`src/rtl/pulses_pkg.sv`:
```
// pulses_pkg: constants shared by the UART parameter loader and the pulse generator.
package pulses_pkg;
  localparam logic [7:0] SYNC_BYTE = 8'hA5;
  localparam int PAYLOAD_LEN = 10;
  localparam logic [1:0] HUNT = 2'd0;
  localparam logic [1:0] PAYLOAD = 2'd1;
  localparam logic [1:0] CHECK = 2'd2;
  localparam logic [23:0] ST_PER = 24'd392;
  localparam logic [15:0] ST_P1 = 16'd30;
  localparam logic [15:0] ST_DEL = 16'd200;
  localparam logic [15:0] ST_P2 = 16'd30;
  localparam logic ST_CP = 1'b1;
  localparam logic ST_BL = 1'b1;
endpackage

```
`src/rtl/uart_rx.sv`:
```
// uart_rx: 8N1 receiver with 2-flop synchronizer, mid-bit sampling and start-glitch rejection.
module uart_rx #(
  parameter int DIV = 104
) (
  input  logic       clk,
  input  logic       reset_n,
  input  logic       rxd,
  output logic [7:0] data,
  output logic       byte_valid,
  output logic       rx_ferr
);
  localparam int CW = $clog2(DIV);
  logic s1, s2, prev, busy;
  logic [CW-1:0] cnt;
  logic [3:0] bit_idx;
  logic [7:0] sh;
  always_ff @(posedge clk or negedge reset_n)
    if (!reset_n) begin
      {s1, s2, prev} <= 3'b111;
      busy <= 1'b0;
      cnt <= '0;
      bit_idx <= '0;
      sh <= '0;
      data <= '0;
      byte_valid <= 1'b0;
      rx_ferr <= 1'b0;
    end else begin
      {s1, s2, prev} <= {rxd, s1, s2};
      byte_valid <= 1'b0;
      rx_ferr <= 1'b0;
      if (!busy) begin
        if (prev && !s2) begin
          busy <= 1'b1;
          cnt <= CW'(DIV / 2 - 1);
          bit_idx <= '0;
        end
      end else if (cnt != '0) begin
        cnt <= cnt - CW'(1);
      end else begin
        cnt <= CW'(DIV - 1);
        bit_idx <= bit_idx + 4'd1;
        // bit 0 is the start re-sample: a high line means it was a glitch
        if (bit_idx == 4'd0) busy <= !s2;
        else if (bit_idx < 4'd9) sh <= {s2, sh[7:1]};
        else begin
          busy <= 1'b0;
          data <= sh;
          byte_valid <= s2;
          rx_ferr <= !s2;
        end
      end
    end
endmodule

```
`src/rtl/uart_param_loader.sv`:
```
// uart_param_loader: parses checked UART parameter frames and commits them atomically
// to the pulse generator parameter outputs.
module uart_param_loader #(
  parameter int CLK_HZ = 12000000,
  parameter int BAUD = 115200,
  parameter int TIMEOUT_CYC = 120000,
  parameter logic [23:0] ST_PER = pulses_pkg::ST_PER,
  parameter logic [15:0] ST_P1 = pulses_pkg::ST_P1,
  parameter logic [15:0] ST_DEL = pulses_pkg::ST_DEL,
  parameter logic [15:0] ST_P2 = pulses_pkg::ST_P2,
  parameter logic ST_CP = pulses_pkg::ST_CP,
  parameter logic ST_BL = pulses_pkg::ST_BL
) (
  input  logic        clk,
  input  logic        reset_n,
  input  logic        rxd,
  output logic [23:0] per,
  output logic [15:0] p1wid,
  output logic [15:0] del,
  output logic [15:0] p2wid,
  output logic        cp,
  output logic        bl,
  output logic        load,
  output logic        frame_err,
  output logic        busy
);
  import pulses_pkg::*;
  localparam int DIV = CLK_HZ / BAUD;
  localparam logic [3:0] LAST = 4'(PAYLOAD_LEN - 1);
  logic [7:0] data, xacc;
  logic byte_valid, rx_ferr, timeout;
  logic [1:0] state, flags;
  logic [3:0] idx;
  logic [71:0] shadow;
  logic [16:0] tcnt;
  uart_rx #(.DIV(DIV)) u_rx (
    .clk(clk),
    .reset_n(reset_n),
    .rxd(rxd),
    .data(data),
    .byte_valid(byte_valid),
    .rx_ferr(rx_ferr)
  );
  assign timeout = tcnt == 17'(TIMEOUT_CYC);
  assign busy = state != HUNT;
  always_ff @(posedge clk or negedge reset_n)
    if (!reset_n) begin
      state <= HUNT;
      idx <= '0;
      xacc <= '0;
      shadow <= '0;
      flags <= '0;
      tcnt <= '0;
      {per, p1wid, del, p2wid, cp, bl} <= {ST_PER, ST_P1, ST_DEL, ST_P2, ST_CP, ST_BL};
      load <= 1'b0;
      frame_err <= 1'b0;
    end else begin
      load <= 1'b0;
      frame_err <= 1'b0;
      // a byte arriving on the timeout clock still clears the counter and is kept
      tcnt <= (state == HUNT || byte_valid || timeout) ? '0 : tcnt + 17'd1;
      if (byte_valid) begin
        if (state == HUNT && data == SYNC_BYTE) begin
          state <= PAYLOAD;
          idx <= '0;
          xacc <= '0;
        end else if (state == PAYLOAD) begin
          xacc <= xacc ^ data;
          idx <= idx + 4'd1;
          if (idx == LAST) begin
            flags <= data[1:0];
            state <= CHECK;
          end else shadow <= {shadow[63:0], data};
        end else if (state == CHECK) begin
          state <= HUNT;
          load <= data == xacc;
          frame_err <= data != xacc;
          if (data == xacc) {per, p1wid, del, p2wid, cp, bl} <= {shadow, flags[0], flags[1]};
        end
      end else if (state != HUNT && (rx_ferr || timeout)) begin
        frame_err <= 1'b1;
        state <= HUNT;
      end
    end
endmodule

```
`config.mk`:
```
export PLATFORM = sky130hd
export DESIGN_NAME = uart_param_loader
export DESIGN_NICKNAME = d
export VERILOG_FILES = /design/src/rtl/pulses_pkg.sv /design/src/rtl/uart_rx.sv /design/src/rtl/uart_param_loader.sv
export SDC_FILE = /design/constraint.sdc
export NUM_CORES = 1
export LEC_CHECK = 0
export CORE_ASPECT_RATIO = 0.8
export CORE_MARGIN = 10
export CORE_UTILIZATION = 38
export DETAILED_ROUTE_END_ITERATION = 8
export GPL_TIMING_DRIVEN = 0
export PLACE_DENSITY = 0.56
export SLEW_MARGIN = 40
export SYNTH_ARGS = -nofsm -noshare
export SYNTH_HDL_FRONTEND = slang
export SYNTH_SLANG_ARGS = --single-unit
```
`constraint.sdc`:
```
create_clock -name clk -period 5.5 [get_ports clk]
set_input_delay 0.825 -clock clk [delete_from_list [all_inputs] [get_ports clk]]
set_output_delay 0.825 -clock clk [all_outputs]
set_load 0.01 [all_outputs]
```
== After elaboration in Yosys (flattened, before gate mapping) ==
Index checks and enable logic that the tools add are counted.
Storage, ports and cells
  output and inout port bits: 77
  flip-flop bits (word level): 214
  input port bits: 3
Cells by class
  magnitude comparators: 1
  eq/ne operators: 10
  bitwise logic cells: 7
  multiplexer cells: 39
  reduce and logical (&&, ||, !) cells: 22
  $add $sub $neg: 4
Operators with widths (count)
  $mux 1: 22
  $mux 7: 3
  $mux 4: 5
  $add 17x1->17 const B: 1
  $eq 17x17->1 const B: 1
  $mux 17: 1
  $mux 8: 2
  $reduce_and 4->1: 4
  $mux 2: 6
  $add 4x1->4 const B: 2
  $eq 8x8->1: 1
  $eq 8x8->1 const B: 1
  $ne 4x4->1 const B: 2
  $ne 8x8->1: 1
  $reduce_bool 2->1: 4
  $xor 8x8->8: 1
  $reduce_bool 7->1: 1
  $sub 7x1->7 const B: 1
  $not 1->1: 6
  $reduce_and 5->1: 1
  $eq 4x4->1 const B: 1
  $logic_not 4->1: 1
  $lt 4x4->1 const B: 1
  $reduce_and 2->1: 2
  other kinds (8): 12

== Logic depth before layout (Yosys ltp) ==
  depth after elaboration: 5
  gate-level depth with buffers: 8

== Modules after synthesis ==
Synthesis repeated with hierarchy kept, for this count alone.
Unflattened totals
  cells, all modules: 620
  area, all modules: 9213.8 µm²
Modules (own cells, without submodules)
  uart_param_loader: seq. area each 4549.4 µm², times used 1, cells each 503, area each 7699.9 µm²
  uart_rx: seq. area each 829.5 µm², times used 1, cells each 117, area each 1514.0 µm²

== Least setup slack after synthesis ==
Ideal clock, no wire load.
  kind: flip-flop to flip-flop
  start: register u_rx.cnt[0]
  end: register u_rx.sh[0]
  cell stages (with the launch flop): 8
  data arrival time: 1.860 ns
  period minus slack after synthesis: 1.985 ns
  path slack: 3.515 ns
  data required time: 5.375 ns
  path buffers: 1
  cell sequence: dfrtp_1 inv_1 ha_1 nor3b_4 nand3_4 or3b_1 buf_6 mux2_4
Between the ends
  longest elaborated chain between the ends: 3
RTL lines
  start: declaration: line uart_rx.sv:14  | logic [CW-1:0] cnt;
  start signal: assignment: line uart_rx.sv:34  | cnt <= CW'(DIV / 2 - 1);
  start signal: assignment: line uart_rx.sv:38  | cnt <= cnt - CW'(1);
  start signal: assignment: line uart_rx.sv:40  | cnt <= CW'(DIV - 1);
  $reduce_bool 7->1: line uart_rx.sv:37  | end else if (cnt != '0) begin
  $not 1->1 (no source line)
  $reduce_and 4->1 (no source line)
  end signal: assignment: line uart_rx.sv:44  | else if (bit_idx < 4'd9) sh <= {s2, sh[7:1]};
  end: declaration: line uart_rx.sv:16  | logic [7:0] sh;
Every way passes these cells.
A chain may end at the register's enable or synchronous reset.

== Worst setup path after layout ==
  start: register state[1]
  end: output port busy
Between the ends
  longest elaborated chain between the ends: 1
RTL lines
  start: declaration: line uart_param_loader.sv:32  | logic [1:0] state, flags;
  start signal: assignment: line uart_param_loader.sv:48  | state <= HUNT;
  start signal: assignment: line uart_param_loader.sv:64  | state <= PAYLOAD;
  start signal: assignment: line uart_param_loader.sv:72  | state <= CHECK;
  $reduce_bool 2->1: line uart_param_loader.sv:45  | assign busy = state != HUNT;
  end: declaration: line uart_param_loader.sv:25  | output logic busy
Every way passes these cells.

==> reports/summary.md <==
The total routing usage reported by global routing is 12.3%. Counting cells, the worst reg-to-reg path comes to 6. Highest routed metal layer: met4. The run gives 60 as the number of distinct library cells after synthesis.

The cell with the biggest individual delay on the critical path was clkdlybuf4s50_1. The via count of the first global-routing pass was 5,516. The tools report the maximum clock skew at final layout as 0.0108 ns.

The relative slew slack was 50.2%. The endpoint kind of the worst setup timing path was an output pin. The analysis attributes to cell leakage a power of 5.09 nW. Clock-pin slew was measured on the worst setup and hold paths at 0.06 ns. The portion of the clock cycle consumed by the worst path in the final layout is 46.9%, and the design internal power is 2.55 mW. The detailed placement HPWL came out at 13,100 um.

The proportion of power drawn by flip-flops and latches was 50.2%. Input and output buffers added on the ports amount to 79. The number of hold-repair buffers added at the cts stage is 0, and the final period demand of the worst path is 2.58 ns. The first global-routing pass estimated 30,200 um of wire. The part of the Yosys area used for sequential elements was 61.0%; the fraction of layout instances using a drive strength above 1 was 26.3%. After technology mapping, the gate count stands at 611.

Detailed routing placed a total of 789 um of wire on met3. Counting flops with a built-in enable in the synthesized netlist gives 0. The area growth from synthesis to layout is 22.6%. Type of the setup path with the least slack: reg2out. In the synthesized netlist the dominant register cell turns out to be dfrtp_1. In this run the power spent charging and discharging nets is 728 uW. Power spread over the standard cell area amounts to 303 nW/um2. Net switching is 22.2% of the power. Path class of the lowest-slack min-delay path: in2async. STA puts the critical path data required time at 4.68 ns.

The count of synthesis-stage warnings from yosys was 0; the final setup violation count was 0. The flow ran to the end, and the final reports show no timing, DRC or antenna violations. The tools report the total I/O pin count as 80. TritonCTS built the clock tree.

For this configuration, the core starts out at a cell density of 38.9%. The maximum vdd drop is 0.247 mV, and the combined area of all synthesized cells is 8820 um2. Setup repair after global routing left no endpoint under its margin.

In the routed layout, each cell is associated on average with a via count of 4.98. The number of maximum-capacitance violations is 0, and the routed wire length on met2 is 8300 um. The fraction of synthesis flops using an asynchronous set or reset pin was 100%. The overall die height is 156 um. For the final count of pins violating max slew, the log shows 0. Family of cells with the greatest summed delay on the critical path: buffers and inverters. The first-pass iteration count of the detailed router was 4. In this run the clock root is driven by a clkbuf_16. The clock latency on the worst-skew pair was 0.50 ns. For the pin count of the biggest net entering global routing, the log shows 78. The number of antenna diodes in the final layout is 0.

Summing over every cut layer, the via total after detailed routing is 5,178. For this run, the number of standard cells in the final layout without fillers is 1,039. The number of gates resized after CTS is 0, and the starting DRC count in detailed routing is 272.

The worst hold-check slack was 0.294 ns. The die extent in x is 190 um. The arrival time reported for the critical path endpoint is 1.75 ns.

The wire length per cell is 17.6 um, and the cell count after placement is 999. The worst setup path is launched from a flop. Clock net sink count: 214. For this run, the slowest stage of the critical path takes 0.50 ns. The logic gate share of total power is 4.6%. The die covers 29,800 um2. The average instance area after synthesis is 14.4 um2, and the final-stage net count is 727. In the final routing, the length of wire on met1 measures 8750 um.

The slew of the pin with the lowest slew margin came out at 0.747 ns. The number of setup buffers added after CTS is 0. The flip-flop and latch count after synthesis was 214.

In this run the worst path has a maximum fanout of 6. For the remaining number of nets flagged by the antenna check after routing, the log shows 0. The floorplan has 49 rows. The critical path runs through a total of 3 cells.

Summed over all layers, the global routing overflow is 0. For the part of the power in the clock network, the log shows 45.2%. The maximum clock frequency is 388 MHz, and the final routed wirelength across all metal layers is 18,300 um. Counting along the longest clock path gives a buffer depth of 3.

The initial antenna violation count came out at 0. After detailed routing, the number of remaining DRC violations is 0. The number of nets handed over by synthesis was 621.

At the end of routability-driven placement, the weighted congestion stood at 0.798. The area of the core was 22,700 um2. The number of H-tree levels was 1; the critical path buffer and inverter count was 2. The count of endpoints failing hold in the final timing report was 0. The run gives 22 as the number of buffers inserted during clock tree synthesis. Traced cell by cell, the critical path runs through nor2_1 -> inv_1 -> clkdlybuf4s50_1.
[synth_stat cells (8+ instances only)]
cell	count	area [um2]
nand2_1	16	60.1
buf_2	9	45.0
xnor2_1	21	184
inv_1	14	52.6
mux2_2	93	1050
mux2_1	64	721
a21oi_1	9	45.0
nand3_1	13	65.1
o21ai_0	8	40.0
nor3b_1	14	105
nor2_1	21	78.8
dfstp_2	19	499
mux2_4	8	120
dfrtp_1	195	4880
nor3_1	9	45.0
[power by group through the flow]
stage                     combinational [mW]  sequential, mW  clock (mW)
after floorplan                       0.0940            1.67           0
after global placement                 0.138            1.67           0
after detailed placement               0.157            1.67           0
after CTS                              0.157            1.64        1.53
after global routing                   0.176            1.65        1.60
final                                  0.152            1.64        1.48
[metal layers]
metal | vias up | global-route usage [%]
li1 | 2396 | -
met3 | 25 | 2.58
met4 | 0 | 3.48
met2 | 89 | 19.2
met1 | 2668 | 16.9
met5 | - | 0
[kinds of logic (layout without fill, tap and decap cells)]
group,Yosys count,count (layout),synth area share [%]
AO/OA/AOI/OAI,41,41,3.25
XOR/XNOR,25,25,2.48
adder cells (fa/ha/maj),7,7,0.992
buffers and inverters,39,161,2.51
flip-flops,214,214,61.0
multiplexers,166,166,21.5
AND/OR/NAND/NOR,119,119,8.31
[layout by cell type, fill, tap and decap left out, types with 8 or more instances in the layout]
cell type | netlist | final
xnor2_1 | 21 | 21
buf_2 | 9 | 9
inv_1 | 14 | 14
nor3_1 | 9 | 9
o21ai_0 | 8 | 8
nand3_1 | 13 | 13
dfstp_2 | 19 | 19
dfrtp_1 | 195 | 195
clkbuf_16 | 0 | 23
nand2_1 | 16 | 16
clkbuf_1 | 6 | 10
a21oi_1 | 9 | 9
nor3b_1 | 14 | 14
mux2_1 | 64 | 64
nor2_1 | 21 | 21
mux2_4 | 8 | 8
clkdlybuf4s50_1 | 0 | 78
mux2_2 | 93 | 93
[path summary, 6_finish.rpt]
path / startpoint / slack [ns] / end
worst max-delay path: state[1]$_DFFE_PN0P_ / 2.92 / busy
worst min-delay path: reset_n / 0.29 / per[20]$_DFFE_PN0P_
worst max register to register: u_rx.data[5]$_DFFE_PN0P_ / 3.32 / p2wid[14]$_DFFE_PN0P_
worst min register to register: u_rx.s1$_DFF_PN1_ / 0.36 / u_rx.s2$_DFF_PN1_
max in group asynchronous: reset_n / 4.47 / del[7]$_DFFE_PN1P_
min in group clk: u_rx.s1$_DFF_PN1_ / 0.36 / u_rx.s2$_DFF_PN1_
[stage by stage]
stage	util [%]	TNS [ns]	setup slack (ns)	instance area (um2)	total power, mW
3_5_place_dp	44.5	0	3.29	10100	1.83
3_3_place_gp	44.1	-1053.34	-5.18	10000	1.81
2_1_floorplan	-	0	3.52	8820	1.76
5_1_grt	47.7	0	2.85	10800	3.42
6_report	47.7	0	2.92	10800	3.28
4_1_cts	47.7	0	2.91	10800	3.33
[cell type report]
type | count | area (um2)
Buffer | 25 | 169
Timing Repair Buffer | 82 | 878
Multi-Input combinational cell | 358 | 3220
Inverter | 14 | 52.6
Tap cell | 306 | 383
Clock inverter | 8 | 70.1
Clock buffer | 32 | 659
Fill cell | 2014 | 11900
Sequential cell | 214 | 5380
[registers in the layout, summed over array words and instances (netlist names), 2 cells and up]
name,flops
tcnt,17
u_rx.bit_idx,4
shadow,72
p1wid,16
u_rx.sh,8
del,16
p2wid,16
idx,4
u_rx.data,8
state,2
flags,2
u_rx.cnt,7
xacc,8
per,24
(Power assumes the default switching activity.)
